[config.mk]
export PLATFORM = sky130hd
export DESIGN_NAME = rnn_accel
export DESIGN_NICKNAME = d
export VERILOG_FILES = /design/src/rtl/rnn_accel.sv
export SDC_FILE = /design/constraint.sdc
export NUM_CORES = 1
export LEC_CHECK = 0
export CAP_MARGIN = 40
export CELL_PAD_IN_SITES_DETAIL_PLACEMENT = 0
export CELL_PAD_IN_SITES_GLOBAL_PLACEMENT = 1
export CORE_MARGIN = 8
export CORE_UTILIZATION = 45
export DETAILED_ROUTE_END_ITERATION = 8
export PLACE_DENSITY_LB_ADDON = 0.15
export SYNTH_ARGS = -nofsm -noshare
export SYNTH_HDL_FRONTEND = slang
export SYNTH_SLANG_ARGS = --single-unit
export TNS_END_PERCENT = 50
[constraint.sdc]
create_clock -name clk -period 19.25 [get_ports clk]
set_input_delay 4.8125 -clock clk [delete_from_list [all_inputs] [get_ports clk]]
set_output_delay 4.8125 -clock clk [all_outputs]
set_load 0.005 [all_outputs]
[src/rtl/rnn_accel.sv]
// rnn_accel -- memory-mapped RNN cell accelerator.
//
// Computes h[r] = sat16(((sum_c W[r][c]*x[c]) >>> FRAC_BITS) + b[r]) using a
// single sequential multiply-accumulate unit. The host loads x, W and b over a
// simple 32-bit slave bus, writes CTRL to start, and polls STATUS for done.
//
// Ports:
//   clk      in   system clock, rising edge
//   rst_n    in   asynchronous active-low reset
//   read     in   bus read strobe (registered read, 1-cycle latency)
//   write    in   bus write strobe (wins over read when both are high)
//   addr     in   word address, only addr[7:0] decoded
//   data_in  in   write data
//   data_out out  read data, holds between reads
//
// Write map: 0 CTRL (bit0 = start), 1 INPUT {idx,val}, 2 WEIGHT {row,col,val},
//            3 BIAS {idx,val}.
// Read map:  0 STATUS {30'b0,busy,done}, 16+i h[i] sign-extended, others 0.
//
// Optional build macro RNN_ACCEL_RELU_EN: when defined, write-back applies
// ReLU (max(0, saturated value)); register map and latency are unchanged.

module rnn_accel #(
  parameter int IN_DIM    = 4,
  parameter int HID_DIM   = 2,
  parameter int FRAC_BITS = 0
) (
  input  logic        clk,
  input  logic        rst_n,
  input  logic        read,
  input  logic        write,
  input  logic [31:0] addr,
  input  logic [31:0] data_in,
  output logic [31:0] data_out
);

  localparam int COL_W = (IN_DIM  > 1) ? $clog2(IN_DIM)  : 1;
  localparam int ROW_W = (HID_DIM > 1) ? $clog2(HID_DIM) : 1;

  localparam logic [1:0] ST_IDLE = 2'd0;
  localparam logic [1:0] ST_MAC  = 2'd1;
  localparam logic [1:0] ST_WB   = 2'd2;

  logic [1:0]             state_q, state_d;
  logic [ROW_W-1:0]       row_q, row_d;
  logic [COL_W-1:0]       col_q, col_d;
  logic signed [39:0]     acc_q, acc_d;
  logic                   done_q, done_d;
  logic [31:0]            data_out_q, data_out_d;

  logic signed [15:0]     x_q [IN_DIM];
  logic signed [15:0]     x_d [IN_DIM];
  logic signed [15:0]     w_q [HID_DIM][IN_DIM];
  logic signed [15:0]     w_d [HID_DIM][IN_DIM];
  logic signed [15:0]     b_q [HID_DIM];
  logic signed [15:0]     b_d [HID_DIM];
  logic signed [15:0]     h_q [HID_DIM];
  logic signed [15:0]     h_d [HID_DIM];

  logic                   busy;
  logic [7:0]             addr_lo;
  logic                   unused_addr_hi;
  logic signed [15:0]     w_cur, x_cur, b_cur;
  logic signed [31:0]     prod;
  logic signed [39:0]     acc_sh;
  logic signed [40:0]     wb_sum;
  logic signed [15:0]     wb_sat, wb_val;

  assign busy           = (state_q != ST_IDLE);
  assign addr_lo        = addr[7:0];
  assign unused_addr_hi = ^addr[31:8];
  assign data_out       = data_out_q;

  // MAC datapath operands for the current row/column.
  assign w_cur  = w_q[row_q][col_q];
  assign x_cur  = x_q[col_q];
  assign b_cur  = b_q[row_q];
  assign prod   = w_cur * x_cur;

  // Write-back: scale, add bias with one guard bit, then clamp to 16 bits.
  assign acc_sh = acc_q >>> FRAC_BITS;
  assign wb_sum = {acc_sh[39], acc_sh} + {{25{b_cur[15]}}, b_cur};

  always_comb begin
    wb_sat = wb_sum[15:0];
    if (wb_sum > 41'sd32767) begin
      wb_sat = 16'sh7FFF;
    end else if (wb_sum < -41'sd32768) begin
      wb_sat = 16'sh8000;
    end
`ifdef RNN_ACCEL_RELU_EN
    wb_val = wb_sat[15] ? 16'sd0 : wb_sat;
`else
    wb_val = wb_sat;
`endif
  end

  always_comb begin
    state_d    = state_q;
    row_d      = row_q;
    col_d      = col_q;
    acc_d      = acc_q;
    done_d     = done_q;
    data_out_d = data_out_q;
    x_d        = x_q;
    w_d        = w_q;
    b_d        = b_q;
    h_d        = h_q;

    // Bus writes: configuration and start only accepted while idle.
    if (write && !busy) begin
      case (addr_lo)
        8'd0: begin
          if (data_in[0]) begin
            state_d = ST_MAC;
            done_d  = 1'b0;
            acc_d   = '0;
            row_d   = '0;
            col_d   = '0;
          end
        end
        8'd1: begin
          for (int i = 0; i < IN_DIM; i++) begin
            if (data_in[31:16] == 16'(i)) x_d[i] = data_in[15:0];
          end
        end
        8'd2: begin
          for (int r = 0; r < HID_DIM; r++) begin
            for (int c = 0; c < IN_DIM; c++) begin
              if (data_in[31:24] == 8'(r) && data_in[23:16] == 8'(c)) begin
                w_d[r][c] = data_in[15:0];
              end
            end
          end
        end
        8'd3: begin
          for (int i = 0; i < HID_DIM; i++) begin
            if (data_in[31:16] == 16'(i)) b_d[i] = data_in[15:0];
          end
        end
        default: ;
      endcase
    end

    case (state_q)
      ST_MAC: begin
        acc_d = acc_q + {{8{prod[31]}}, prod};
        if (col_q == COL_W'(IN_DIM - 1)) begin
          col_d   = '0;
          state_d = ST_WB;
        end else begin
          col_d = col_q + 1'b1;
        end
      end
      ST_WB: begin
        for (int r = 0; r < HID_DIM; r++) begin
          if (row_q == ROW_W'(r)) h_d[r] = wb_val;
        end
        acc_d = '0;
        if (row_q == ROW_W'(HID_DIM - 1)) begin
          row_d   = '0;
          state_d = ST_IDLE;
          done_d  = 1'b1;
        end else begin
          row_d   = row_q + 1'b1;
          state_d = ST_MAC;
        end
      end
      default: ;
    endcase

    // Registered read; a simultaneous write suppresses the read.
    if (read && !write) begin
      data_out_d = '0;
      if (addr_lo == 8'd0) data_out_d = {30'd0, busy, done_q};
      for (int i = 0; i < HID_DIM; i++) begin
        if ({24'd0, addr_lo} == 32'(16 + i)) begin
          data_out_d = {{16{h_q[i][15]}}, h_q[i]};
        end
      end
    end
  end

  always_ff @(posedge clk or negedge rst_n) begin
    if (!rst_n) begin
      state_q    <= ST_IDLE;
      row_q      <= '0;
      col_q      <= '0;
      acc_q      <= '0;
      done_q     <= 1'b0;
      data_out_q <= '0;
      for (int i = 0; i < IN_DIM; i++) x_q[i] <= '0;
      for (int r = 0; r < HID_DIM; r++) begin
        b_q[r] <= '0;
        h_q[r] <= '0;
        for (int c = 0; c < IN_DIM; c++) w_q[r][c] <= '0;
      end
    end else begin
      state_q    <= state_d;
      row_q      <= row_d;
      col_q      <= col_d;
      acc_q      <= acc_d;
      done_q     <= done_d;
      data_out_q <= data_out_d;
      x_q        <= x_d;
      w_q        <= w_d;
      b_q        <= b_d;
      h_q        <= h_d;
    end
  end

endmodule

* After elaboration in Yosys (flattened, before gate mapping)
Cells that the tools add are included. Widths: inputs -> output; s select.
Storage, ports and cells: register bits after elaboration 334, bits of input ports 68, output and inout bits 32, logic and storage cells 136
Cells by class: add/subtract/negate cells 4, multiply operators 1, $lt $le $gt $ge 4, equality and inequality tests 15, multiplexer cells 42, bitwise gates (word level) 3, reductions and logical operators 45
Operators with widths (number):
- $mux 64 | 3
- $mux 16 | 9
- $mux 40 | 3
- $pmux 40 s2 | 1
- $bmux 16 s2 | 2
- $mux 32 | 2
- $reduce_and 3->1 | 17
- $add 40x16->41 | 1
- $gt 41x16->1 const B | 1
- $lt 41x16->1 const B | 1
- $add 40x40->40 | 1
- $eq 16x2->1 const B | 2
- $eq 8x2->1 const B | 4
- $mul 16x16->32 | 1
- $eq 8x1->1 const B | 3
- $logic_not 8->1 | 3
- $mux 2 | 10
- $eq 16x1->1 const B | 1
- $eq 8x5->1 const B | 2
- $logic_not 16->1 | 1
- $reduce_bool 2->1 | 7
- $mux 1 | 11
- $logic_and 1x1->1 | 10
- $reduce_bool 3->1 | 3
- 12 further kinds | 15

* Longest topological paths before layout
Gate-level depths: netlist of run 1.
depth after elaboration 10, mapped depth 45, depth with buffers taken out 42

* Worst setup path after synthesis of run 1
OpenSTA, ideal clock, no wires.
kind reg2reg, start reg row_q, end reg acc_q[39], library setup time 0.121 ns, arrival time 10.726 ns, required time 19.129 ns, setup slack 8.403 ns, cell stages (with the launch flop) 38, path buffers 3, clock period less this slack 10.847 ns, cells stage by stage dfrtp_1 clkbuf_1 buf_1 clkbuf_1 mux4_2 mux2i_1 nor2_1 fa_1 inv_1 fa_1 fa_1 inv_1 fa_1 fa_1 inv_1 fa_1 inv_1 ha_1 [... 2 more ...] o31ai_1 a21oi_1 o311ai_1 a21oi_1 and4_1 a2111oi_1 a21oi_1 xnor2_1 ha_1 and4_1 nor2b_1 a41oi_1 o21ai_0 a21oi_1 nor2b_1 o41ai_1 xnor3_1 a22o_1
Between the ends: cells in the longest elaborated chain, start to end 10
RTL lines:
- start, declared | line 45 | logic [ROW_W-1:0] row_q, row_d;
- start signal, assigned | line 200 | row_q <= row_d;
- $not 1->2 (not written as such) | line 75 | assign w_cur = w_q[row_q][col_q];
- $mux 64 (not written as such) (3 in a row) | line 75
- $bmux 16 s2 | line 75
- $mux 16 (not written as such) (2 in a row) | line 75
- $mul 16x16->32 | line 78 | assign prod = w_cur * x_cur;
- $add 40x40->40 | line 147 | acc_d = acc_q + {{8{prod[31]}}, prod};
- $pmux 40 s2 | line 145 | case (state_q)
- end signal, assigned | line 189 | acc_q <= '0;
- end signal, assigned | line 202 | acc_q <= acc_d;
- end, declared | line 47 | logic signed [39:0] acc_q, acc_d;
Every way passes these cells. The select of a mux whose other input is x is not followed. A chain may end at the register's enable or synchronous reset.

* Worst setup path in the final report of run 1
start reg col_q[1], end reg acc_q[39]
Between the ends: cells in the longest elaborated chain, start to end 7, elaborated cells on any way between the ends 10, classes of those cells add/sub: 1; mul: 1; mux: 7; bitwise: 1
RTL lines:
- start, declared | line 46 | logic [COL_W-1:0] col_q, col_d;
- start signal, assigned | line 201 | col_q <= col_d;
- $not 2->3 (not written as such) * | line 75, 76
- $bmux 16 s2 (on tied branches) | line 75, 76
- $mux 16 (on tied branches) (2 in a row) | line 75, 76
- $mul 16x16->32 * | line 78
- $add 40x40->40 * | line 147
- $pmux 40 s2 * | line 145
Mark *: on every way between the ends. The rest lies on a longest branch, timed or not. The select of a mux whose other input is x is not followed.

==> reports/results.tsv, run 1 <==
stage	metric	value	unit
hold_path	worst hold path depth	2	
timing	min Tclk post-route	11.73	ns
clocking	Max clock buf depth	3	
worst_setup_path	CP max FO	41	
routing	DRC violations left	0	
routing	wire length per cell	19.7	um
power_and_ir_drop	Static Leak	15.6	nW
clocking	clock tree from TritonCTS	yes	
clocking	count of clock tree sinks	318	
grt	maximum number of pins on one net before global-route repair	160	
clocking	clock slew seen by the registers of the worst setup and hold paths	0.06	ns
timing	Setup TNS Final	0	ns
yosys	count of flip-flops with a built-in enable after synthesis	0	
cells_and_area	fraction of layout instances using a drive strength above 1	16.5	%
worst_setup_path	worst flop-to-flop path startpoint	col_q[1]	
power_and_ir_drop	Internal Dissipation	0.00142	W
clocking	Num CTS Buffers	37	
yosys	Mean Syn Cell Area	10.3	um^2
clocking	deepest level of the CTS H-tree	2	
routing	drt via density	5.51	
floorplanning	die outline width	266	um
grt	total global routing overflow	0	
floorplanning	Floorplan Core Area	0.0616	mm^2
worst_setup_path	delay of the slowest critical-path stage	0.79	ns
routing	number of iterations in the first detailed-routing pass	5	
worst_setup_path	capturing element type of the critical path	register	
worst_setup_path	Worst Path Class, Setup	register to register	
floorplanning	total number of placement rows	91	
placed_design	final RePlAce weighted congestion	0.894	
yosys	nets in the synthesized netlist	3218	
timing	final slew viol count	0	
grt	number of global-route vias before repair	20900	
grt	first-pass GRT wire length	115000	um
power_and_ir_drop	part of the power in the clock network	32.4	%
hold_path	Hold EP	data_out[7]	
timing	final hold violations	0	
yosys	Post-Synthesis Cells	2719	
clocking	total of hold buffers inserted after clock tree synthesis	0	
worst_setup_path	Setup crit start kind	register	
yosys	share of synthesized registers carrying an async set or reset	100	%
timing	part of the cycle the worst path needs	60.9	%
cells_and_area	fraction of the core area covered by cells at the end of the flow	50.5	%
cells_and_area	Antenna diodes	0	
timing	post-route worst setup slack	7.52	ns
worst_setup_path	register-to-register path setup slack	7.52	ns
timing	RSZ-0062 raised after global routing	false	
worst_setup_path	required time at the worst-slack endpoint	19.69	ns
routing	Total Routed Length	71400	um
cells_and_area	Layout Cells excl Fill	3625	
routing	remaining antenna violation count after routing	0	
worst_setup_path	Critical Path Slowest Stage Cell	sky130_fd_sc_hd__a2111oi_0	
placed_design	placed cell count	3559	
routing	Vias	20000	
routing	Detailed Route Iter0 Violations	1100	
timing	Max-Slew Margin vs Limit	39.5	%
clocking	post-CTS setup repair buffer count	0	
clocking	Clock Tree Root	sky130_fd_sc_hd__clkbuf_16	
worst_setup_path	arrival time reported for the critical path endpoint	12.17	ns
power_and_ir_drop	total design power	0.00220	W
floorplanning	num ports	100	
power_and_ir_drop	peak ir drop on the vdd network	72.8	uV
cells_and_area	Syn-to-layout area delta	11.0	%
floorplanning	die extent in y	266	um
timing	maximum operating frequency	85.3	MHz
outcome	result of the run	complete, no violations	
placed_design	dpl hpwl	55100	um
yosys	number of warning messages in the yosys log	0	
hold_path	Worst Hold Launch	data_out[7]	
floorplanning	starting density of the core	45.5	%
cells_and_area	Final nets	3260	
clocking	Post-CTS Resized	0	
hold_path	path category of the worst min-delay check	register to register	
power_and_ir_drop	fraction of power consumed by sequential logic	33.7	%
power_and_ir_drop	Switching Power	0.000781	W
power_and_ir_drop	Power per Cell Area	70.7	mW/mm^2
placed_design	buffers added on ports	75	
timing	clock skew	0.0138	ns
run	number of violations of the max-capacitance limit	0	
timing	final number of setup-violating endpoints	0	
worst_setup_path	launch point of the worst path	col_q[1]	
grt	initial antenna violation count	1	
yosys	post-synthesis sequential area ratio	28.4	%
timing	Least-Margin Pin Slew	0.884	ns
power_and_ir_drop	Logic pwr share	34.0	%
worst_setup_path	cell occurring most often along the worst timing path	sky130_fd_sc_hd__fa_1	
yosys	total standard cell area after synthesis	0.0280	mm^2
placed_design	post-place setup slack	7.61	ns
yosys	number of distinct library cells after synthesis	84	
worst_setup_path	end of the worst register-to-register path	acc_q[39]	
yosys	register bit total from synthesis	318	
power_and_ir_drop	switching portion of total power	35.5	%
yosys	most common flop cell mapped by yosys	sky130_fd_sc_hd__dfrtp_1	
worst_setup_path	depth of the worst register-to-register path	34	
grt	overall global routing resource usage	20.3	%
floorplanning	floorplan die area	0.0705	mm^2
clocking	Clk Latency, worst-skew pair	0.55	ns
[power groups by stage]
stage                     registers (W)  clock network (W)  logic, W
after floorplan                0.000730                  0  0.000539
after global placement         0.000751                  0  0.000729
after detailed placement       0.000752                  0  0.000751
after CTS                      0.000740           0.000731  0.000759
after global routing           0.000745           0.000757  0.000831
final                          0.000740           0.000711  0.000747
[registers in the layout, indices dropped and copies added, names as in the netlist]
signal and cells:
w_q 128, x_q 64, acc_q 40, b_q 32, h_q 32, data_out 16, col_q 2, state_q 2
done_q 1, row_q 1
[per-layer routing]
layer | part of all wire, % | track usage (%) | vias up
met1 | 45 | 28.2 | 10200
met3 | 4.4 | 2.75 | 87
li1 | - | - | 9259
met5 | 0 | 0 | -
met2 | 48 | 33.6 | 407
met4 | 2.4 | 5.19 | 0
[worst max path at each step]
stage,endpoint,depth (start not counted),slack [ns]
after CTS,acc_q[39],36,7.53
after global placement,acc_q[39],35,6.98
after detailed placement,acc_q[39],36,7.61
after global routing,acc_q[39],36,6.80
final,acc_q[39],34,7.52
after floorplan,acc_q[39],37,8.40
[worst max-delay path, delay by kind of cell (launching register included)]
| family | cells | cell delay, ns |
|---|---|---|
| multiplexers | 1 | 0.42 |
| buffers and inverters | 5 | 0.86 |
| AND/OR/NAND/NOR | 5 | 0.67 |
| XOR/XNOR | 1 | 0.27 |
| flip-flops | 1 | 0.68 |
| AO/OA/AOI/OAI | 14 | 4.81 |
| adder cells (fa/ha/maj) | 8 | 3.84 |
[synth_stat cells (7+ instances only)]
cell type / n / area share, %
sky130_fd_sc_hd__a211oi_1: 9 / 0.24
sky130_fd_sc_hd__a21o_1: 49 / 1.3
sky130_fd_sc_hd__a21oi_1: 86 / 1.5
sky130_fd_sc_hd__a31oi_1: 18 / 0.40
sky130_fd_sc_hd__and2_1: 25 / 0.56
sky130_fd_sc_hd__and3_1: 21 / 0.47
sky130_fd_sc_hd__buf_4: 16 / 0.43
sky130_fd_sc_hd__clkbuf_1: 95 / 1.3
sky130_fd_sc_hd__dfrtp_1: 318 / 28
sky130_fd_sc_hd__fa_1: 264 / 19
sky130_fd_sc_hd__ha_1: 167 / 7.5
sky130_fd_sc_hd__inv_1: 328 / 4.4
sky130_fd_sc_hd__mux2_2: 265 / 11
sky130_fd_sc_hd__mux2i_1: 43 / 1.5
sky130_fd_sc_hd__mux4_2: 38 / 3.1
sky130_fd_sc_hd__nand2_1: 259 / 3.5
sky130_fd_sc_hd__nand2b_1: 34 / 0.76
sky130_fd_sc_hd__nand3_1: 28 / 0.50
sky130_fd_sc_hd__nand4_1: 13 / 0.29
sky130_fd_sc_hd__nor2_1: 164 / 2.2
sky130_fd_sc_hd__nor2b_1: 25 / 0.56
sky130_fd_sc_hd__nor3_1: 29 / 0.52
sky130_fd_sc_hd__nor4_1: 8 / 0.18
sky130_fd_sc_hd__o211ai_1: 13 / 0.35
sky130_fd_sc_hd__o21a_1: 17 / 0.46
sky130_fd_sc_hd__o21ai_0: 108 / 1.9
sky130_fd_sc_hd__o21ai_1: 32 / 0.57
sky130_fd_sc_hd__o21ai_2: 10 / 0.31
sky130_fd_sc_hd__o21bai_1: 14 / 0.37
sky130_fd_sc_hd__o31ai_1: 7 / 0.19
sky130_fd_sc_hd__or2_2: 7 / 0.16
sky130_fd_sc_hd__xnor2_1: 67 / 2.1
sky130_fd_sc_hd__xor2_1: 34 / 1.1
[final cells by class]
class                           count  area [um^2]
Multi-Input combinational cell   1953        18300
Fill cell                        5610        30500
Timing Repair Buffer              123         1280
Clock inverter                     14          153
Sequential cell                   318         7960
Tap cell                          837         1050
Clock buffer                       52         1080
Inverter                          328         1230
[cell families (layout without fill, tap and decap cells)]
kind of cell | count (synthesis) | after routing | synth area share [%]
adders and majority gates | 431 | 431 | 26.3
buffers and inverters | 448 | 517 | 6.30
xor gates and xnor gates | 102 | 102 | 3.24
DFF | 318 | 318 | 28.4
AOI/OAI and AO/OA | 430 | 430 | 9.98
and+or+nand+nor | 644 | 644 | 10.5
muxes | 346 | 346 | 15.2
[cell usage in the layout, fill, tap and decap left out, types with 33 or more instances in the layout]
cell type                         count
sky130_fd_sc_hd__inv_1              328
sky130_fd_sc_hd__dfrtp_1            315
sky130_fd_sc_hd__mux2_2             265
sky130_fd_sc_hd__fa_1               264
sky130_fd_sc_hd__nand2_1            259
sky130_fd_sc_hd__ha_1               167
sky130_fd_sc_hd__nor2_1             164
sky130_fd_sc_hd__o21ai_0            108
sky130_fd_sc_hd__a21oi_1             86
sky130_fd_sc_hd__clkdlybuf4s50_1     74
sky130_fd_sc_hd__xnor2_1             67
sky130_fd_sc_hd__a21o_1              49
sky130_fd_sc_hd__mux2i_1             43
sky130_fd_sc_hd__mux4_2              38
sky130_fd_sc_hd__clkbuf_16           37
sky130_fd_sc_hd__nand2b_1            34
sky130_fd_sc_hd__xor2_1              34
sky130_fd_sc_hd__buf_4               33
[metrics by stage]
stage | cell area, um^2 | hold WS, ns
finish | 31100 | 0.485
global route | 31100 | 0.500
CTS | 31100 | 0.489
detailed placement | 29900 | 0.468
global placement | 29600 | 0.462
floorplan | 28000 | 0.444
No activity file was read; power rests on OpenSTA's default activity.
==> run 2: changes to the inputs <==
==> constraint.sdc (replaced) <==
create_clock -name clk -period 10.5 [get_ports clk]
set_input_delay 2.625 -clock clk [delete_from_list [all_inputs] [get_ports clk]]
set_output_delay 2.625 -clock clk [all_outputs]
set_load 0.005 [all_outputs]
==> run 2 against run 1 <==
Net effect: total power is 92% higher; combinational power is 110% higher; global-route usage is 0.69 points higher; flip-flop and latch count stayed put; wire length is 3.5% higher; die area stayed put; clock skew is 0.010 ns higher; via count is 1.6% higher; largest cell class unchanged.
==> reports/results.tsv, run 2 (same netlist as run 1, synthesis figures left out) <==
stage	metric	value	unit
outcome	result of the run	complete, no violations	
timing	Least-Margin Pin Slew	0.903	ns
grt	overall global routing resource usage	21.0	%
cells_and_area	most common cell after layout, fill and taps aside	sky130_fd_sc_hd__inv_1	
worst_setup_path	register-to-register path setup slack	0.49	ns
cells_and_area	top library cells by usage in the layout, fill and taps aside	328 x sky130_fd_sc_hd__inv_1, 315 x sky130_fd_sc_hd__dfrtp_1, 265 x sky130_fd_sc_hd__mux2_2	
clocking	deepest level of the CTS H-tree	2	
clocking	clock slew seen by the registers of the worst setup and hold paths	0.06	ns
timing	Setup TNS Final	0	ns
worst_setup_path	end of the worst register-to-register path	acc_q[37]	
floorplanning	total number of placement rows	91	
floorplanning	die outline width	266	um
placed_design	buffers added on ports	75	
cells_and_area	largest registers in the final layout	w_q (128), x_q (64), acc_q (40)	
routing	remaining antenna violation count after routing	0	
timing	maximum operating frequency	99.9	MHz
hold_path	Worst Hold Launch	h_q[3]	
timing	clock skew	0.0242	ns
cells_and_area	Antenna diodes	0	
cells_and_area	fraction of layout instances using a drive strength above 1	19.0	%
routing	Total Routed Length	73900	um
grt	number of global-route vias before repair	21300	
clocking	Clk Latency, worst-skew pair	0.56	ns
cells_and_area	register ranked first by flip-flop count	w_q	
grt	first-pass GRT wire length	118000	um
timing	min Tclk post-route	10.01	ns
floorplanning	num ports	100	
routing	drt via density	5.47	
hold_path	path category of the worst min-delay check	register to register	
clocking	clock tree from TritonCTS	yes	
routing	Vias	20300	
power_and_ir_drop	peak ir drop on the vdd network	149	uV
grt	total global routing overflow	0	
timing	final slew viol count	0	
floorplanning	floorplan die area	0.0705	mm^2
clocking	count of clock tree sinks	318	
timing	Max-Slew Margin vs Limit	39.8	%
worst_setup_path	Critical Path Slowest Stage Cell	sky130_fd_sc_hd__fa_1	
worst_setup_path	Worst Path Class, Setup	register to register	
worst_setup_path	depth of the worst register-to-register path	37	
worst_setup_path	arrival time reported for the critical path endpoint	10.44	ns
hold_path	worst hold path depth	2	
timing	part of the cycle the worst path needs	95.3	%
worst_setup_path	Setup crit start kind	register	
routing	number of iterations in the first detailed-routing pass	5	
worst_setup_path	CP max FO	13	
cells_and_area	Final nets	3346	
grt	initial antenna violation count	0	
timing	worst hold-check slack	0.480	ns
placed_design	dpl hpwl	57900	um
routing	DRC violations left	0	
worst_setup_path	capturing element type of the critical path	register	
floorplanning	starting density of the core	45.5	%
timing	final hold violations	0	
run	number of violations of the max-capacitance limit	0	
timing	final number of setup-violating endpoints	0	
worst_setup_path	cell occurring most often along the worst timing path	sky130_fd_sc_hd__fa_1	
worst_setup_path	worst flop-to-flop path startpoint	row_q	
worst_setup_path	required time at the worst-slack endpoint	10.93	ns
cells_and_area	Syn-to-layout area delta	14.2	%
clocking	Num CTS Buffers	36	
hold_path	Hold EP	h_q[3]	
floorplanning	die extent in y	266	um
power_and_ir_drop	Power per Cell Area	132	mW/mm^2
routing	Detailed Route Iter0 Violations	1143	
grt	maximum number of pins on one net before global-route repair	95	
placed_design	final RePlAce weighted congestion	0.904	
power_and_ir_drop	Static Leak	16.1	nW
cells_and_area	flip-flop count of the largest register, all copies and words added	128	
floorplanning	Floorplan Core Area	0.0616	mm^2
clocking	Clock Tree Root	sky130_fd_sc_hd__clkbuf_16	
routing	wire length per cell	19.9	um
worst_setup_path	delay of the slowest critical-path stage	0.54	ns
clocking	Max clock buf depth	3	
-- run 2: cell types whose count changed in the layout (fill, tap and decap cells not counted), sizes merged --
| cell | change |
|---|---|
| buf | +86 |
| bufinv | +1 |
| clkbuf | +1 |
| clkinv | -1 |
| clkinvlp | +1 |
| inv | -3 |
-- run 2: metal layers --
layer	wire length [um]	vias to the layer above	GRT usage, %
met2	35800	375	35.3
li1	-	9414	-
met1	33500	10400	28.8
met5	0	-	0
met4	1550	0	4.85
met3	3080	96	2.87
-- run 2: cell type report --
cell class	count	area (um^2)
Clock inverter	12	176
Fill cell	5638	29600
Clock buffer	52	1060
Sequential cell	318	7960
Tap cell	837	1050
Multi-Input combinational cell	1953	18400
Timing Repair Buffer	210	2150
Inverter	328	1230
-- run 2: worst max path at each step --
stage | startpoint | to | slack, ns
global placement | col_q[1] | acc_q[39] | 0.03
CTS | row_q | acc_q[39] | 0.09
floorplan | row_q | acc_q[39] | 0.03
finish | row_q | acc_q[37] | 0.49
detailed placement | col_q[1] | acc_q[39] | -0.05
global route | row_q | acc_q[38] | -0.02
-- run 2: what timing repair did --
item / CTS / global route
pin swaps: 0 / 1
gates resized for setup: 2 / 8
setup buffers: 0 / 1
hold buffers: 0 / 0
endpoints found under the hold margin: 0 / 0
gates cloned: 0 / 1
endpoints found under the setup margin: 2 / 3
-- run 2: where the power goes --
part           internal [W]  leakage (nW)  switching (W)
clock network      0.000783         0.602       0.000539
registers           0.00129          4.34      0.0000642
logic              0.000656          11.1       0.000884
-- run 2: metrics by stage --
stage          std cells  cell area [um^2]  setup WS, ns  utilization [%]  power (W)
2_1_floorplan       2719             28000        0.0278                -    0.00233
3_3_place_gp        3629             30400        0.0320             49.3    0.00286
3_5_place_dp        3644             30700       -0.0549             49.8    0.00289
4_1_cts             3708             31900        0.0900             51.8    0.00424
5_1_grt             3710             32000       -0.0197             51.9    0.00446
6_report            3710             32000         0.491             51.9    0.00421
-- run 2: worst max-delay path: cells and delay by family (launching register included) --
kind                       cells  cell delay (ns)
and+or+nand+nor                7             1.36
AOI/OAI and AO/OA             11             2.59
DFF                            1             0.40
buffers and inverters          8             0.87
muxes                          2             0.94
adders and majority gates      8             3.38
xor gates and xnor gates       1             0.31
==> run 3: changes to the inputs <==
==> constraint.sdc (replaced) <==
create_clock -name clk -period 9.8 [get_ports clk]
set_input_delay 2.45 -clock clk [delete_from_list [all_inputs] [get_ports clk]]
set_output_delay 2.45 -clock clk [all_outputs]
set_load 0.005 [all_outputs]
==> run 3 against run 2 <==
Net effect: critical path depth increased by 4; maximum frequency up 3.3%; core utilization up 2.4 points; first-iteration DRC count fell by 8.3%; cell count increased by 4.6%; sequential power rose by 7%; global-route usage fell by 0.15 points; hold slack worse by 0.00070 ns; wire length is 0.17% higher; clock skew decreased by 0.0072 ns; via count up 3.0%; clock-buffer cell count shrank 1; highest routed layer unchanged.
==> reports/results.tsv, run 3 (same netlist as run 1, synthesis figures left out) <==
stage	metric	value	unit
outcome	result of the run	complete, no violations	
grt	overall global routing resource usage	20.9	%
clocking	Max clock buf depth	3	
cells_and_area	flip-flop count of the largest register, all copies and words added	128	
timing	clock skew	0.0170	ns
power_and_ir_drop	fraction of power consumed by sequential logic	31.1	%
routing	Vias	20900	
clocking	Num CTS Buffers	36	
routing	wire length per cell	19.1	um
worst_setup_path	Worst Path Class, Setup	register to register	
power_and_ir_drop	Internal Dissipation	0.00303	W
power_and_ir_drop	Switching Power	0.00163	W
worst_setup_path	arrival time reported for the critical path endpoint	10.12	ns
placed_design	dpl hpwl	59200	um
floorplanning	starting density of the core	45.5	%
worst_setup_path	depth of the worst register-to-register path	41	
hold_path	Hold EP	h_q[20]	
grt	initial antenna violation count	0	
clocking	clock slew seen by the registers of the worst setup and hold paths	0.06	ns
worst_setup_path	required time at the worst-slack endpoint	10.23	ns
cells_and_area	largest registers in the final layout	w_q (128), x_q (64), acc_q (40)	
clocking	deepest level of the CTS H-tree	2	
floorplanning	Floorplan Core Area	0.0616	mm^2
power_and_ir_drop	peak ir drop on the vdd network	147	uV
routing	DRC violations left	0	
worst_setup_path	family with the most delay on the worst path	adder cells	
timing	RSZ-0062 raised after global routing	true	
worst_setup_path	register-to-register path setup slack	0.11	ns
cells_and_area	Layout fillers	5472	
placed_design	buffers added on ports	75	
run	number of violations of the max-capacitance limit	0	
cells_and_area	final instance area	0.0335	mm^2
floorplanning	die outline width	266	um
worst_setup_path	Critical Path Slowest Stage Cell	sky130_fd_sc_hd__fa_1	
power_and_ir_drop	part of the power in the clock network	29.3	%
worst_setup_path	stages on the worst setup path	41	
clocking	count of clock tree sinks	318	
worst_setup_path	buffers plus inverters on the worst setup path	8	
routing	remaining antenna violation count after routing	0	
routing	drt via density	5.39	
routing	Detailed Route Iter0 Violations	1048	
grt	total global routing overflow	0	
power_and_ir_drop	total design power	0.00466	W
hold_path	worst hold path depth	2	
grt	maximum number of pins on one net before global-route repair	92	
worst_setup_path	worst flop-to-flop path startpoint	row_q	
power_and_ir_drop	Logic pwr share	39.6	%
placed_design	final RePlAce weighted congestion	0.874	
floorplanning	floorplan die area	0.0705	mm^2
clocking	Clk Latency, worst-skew pair	0.54	ns
worst_setup_path	CP max FO	5	
hold_path	Worst Hold Launch	h_q[20]	
clocking	clock tree from TritonCTS	yes	
power_and_ir_drop	Static Leak	16.9	nW
power_and_ir_drop	switching portion of total power	34.9	%
timing	Least-Margin Pin Slew	0.884	ns
worst_setup_path	Setup crit start kind	register	
timing	maximum operating frequency	103	MHz
cells_and_area	Final nets	3516	
power_and_ir_drop	Power per Cell Area	139	mW/mm^2
worst_setup_path	delay of the slowest critical-path stage	0.55	ns
cells_and_area	top library cells by usage in the layout, fill and taps aside	323 x sky130_fd_sc_hd__inv_1, 315 x sky130_fd_sc_hd__dfrtp_1, 268 x sky130_fd_sc_hd__buf_4	
cells_and_area	multi-input gate area in the final layout	0.0187	mm^2
floorplanning	die extent in y	266	um
cells_and_area	fraction of layout instances using a drive strength above 1	25.1	%
routing	Total Routed Length	74000	um
placed_design	placed cell count	3786	
timing	final number of setup-violating endpoints	0	
worst_setup_path	cell occurring most often along the worst timing path	sky130_fd_sc_hd__fa_1	
timing	part of the cycle the worst path needs	98.9	%
worst_setup_path	capturing element type of the critical path	register	
cells_and_area	register area	0.00797	mm^2
cells_and_area	most common cell after layout, fill and taps aside	sky130_fd_sc_hd__inv_1	
timing	final slew viol count	0	
routing	number of iterations in the first detailed-routing pass	5	
grt	number of global-route vias before repair	21800	
floorplanning	total number of placement rows	91	
grt	first-pass GRT wire length	118000	um
floorplanning	num ports	100	
cells_and_area	register ranked first by flip-flop count	w_q	
timing	worst hold-check slack	0.479	ns
timing	min Tclk post-route	9.69	ns
clocking	Clock Tree Root	sky130_fd_sc_hd__clkbuf_16	
cells_and_area	Layout Cells excl Fill	3882	
cells_and_area	Syn-to-layout area delta	19.4	%
timing	final hold violations	0	
timing	Max-Slew Margin vs Limit	41.1	%
worst_setup_path	end of the worst register-to-register path	acc_q[39]	
placed_design	post-place instance area	0.0316	mm^2
hold_path	path category of the worst min-delay check	register to register	
[run 3: changes by cell type in the layout (fill, tap and decap cells not counted), moves of 8 or more]
cell,previous run,this run
sky130_fd_sc_hd__buf_6,1,12
sky130_fd_sc_hd__buf_4,108,268
sky130_fd_sc_hd__buf_8,6,14
sky130_fd_sc_hd__a21oi_2,3,11
sky130_fd_sc_hd__a21oi_1,86,78
[run 3: routing by layer]
layer	share of wire [%]	up-vias	track usage [%]
li1	-	9750	-
met2	49	357	35.3
met4	2.4	0	5.57
met1	45	10700	28.3
met5	0	-	0
met3	3.3	101	2.57
[run 3: worst max path at each step]
stage	start	endpoint	slack (ns)
2_1_floorplan	row_q	acc_q[39]	0.05
3_3_place_gp	row_q	acc_q[39]	-0.40
3_5_place_dp	row_q	acc_q[39]	-0.43
4_1_cts	row_q	acc_q[39]	0.01
5_1_grt	row_q	acc_q[38]	-0.23
6_report	row_q	acc_q[39]	0.11
[run 3: power by group through the flow]
stage	clock (W)	sequential, W	combinational [W]
4_1_cts	0.00140	0.00146	0.00179
3_3_place_gp	0	0.00148	0.00171
5_1_grt	0.00145	0.00146	0.00204
6_report	0.00137	0.00145	0.00185
2_1_floorplan	0	0.00143	0.00107
3_5_place_dp	0	0.00148	0.00174
[run 3: tightest hold or removal path, stage by stage (launching register included)]
cell and delay (ns):
sky130_fd_sc_hd__dfrtp_1 0.34, sky130_fd_sc_hd__nand2_1 0.04, sky130_fd_sc_hd__o21ai_0 0.06
[run 3: stage by stage]
stage / util (%) / setup TNS (ns) / worst slack [ns]
finish: 54.3 / 0 / 0.110
global route: 54.3 / -0.576 / -0.234
CTS: 53.6 / 0 / 0.0125
detailed placement: 51.3 / -0.921 / -0.429
global placement: 50.9 / -0.838 / -0.395
floorplan: - / 0 / 0.0495
[run 3: area by class of cell]
type | count | area share (%)
diodes | 1 | 0.00748
clock buffers | 51 | 3.10
clock inverters | 14 | 0.449
inverters | 328 | 3.68
multi-input cells | 1953 | 55.8
flip-flops and latches | 318 | 23.8
well taps | 837 | 3.13
repair buffers | 380 | 10.0
[run 3: timing repair]
item	in CTS	in global routing
hold buffers	0	0
setup endpoints to repair	3	5
gates resized for setup	29	70
setup buffers	5	24
pin swaps	8	59
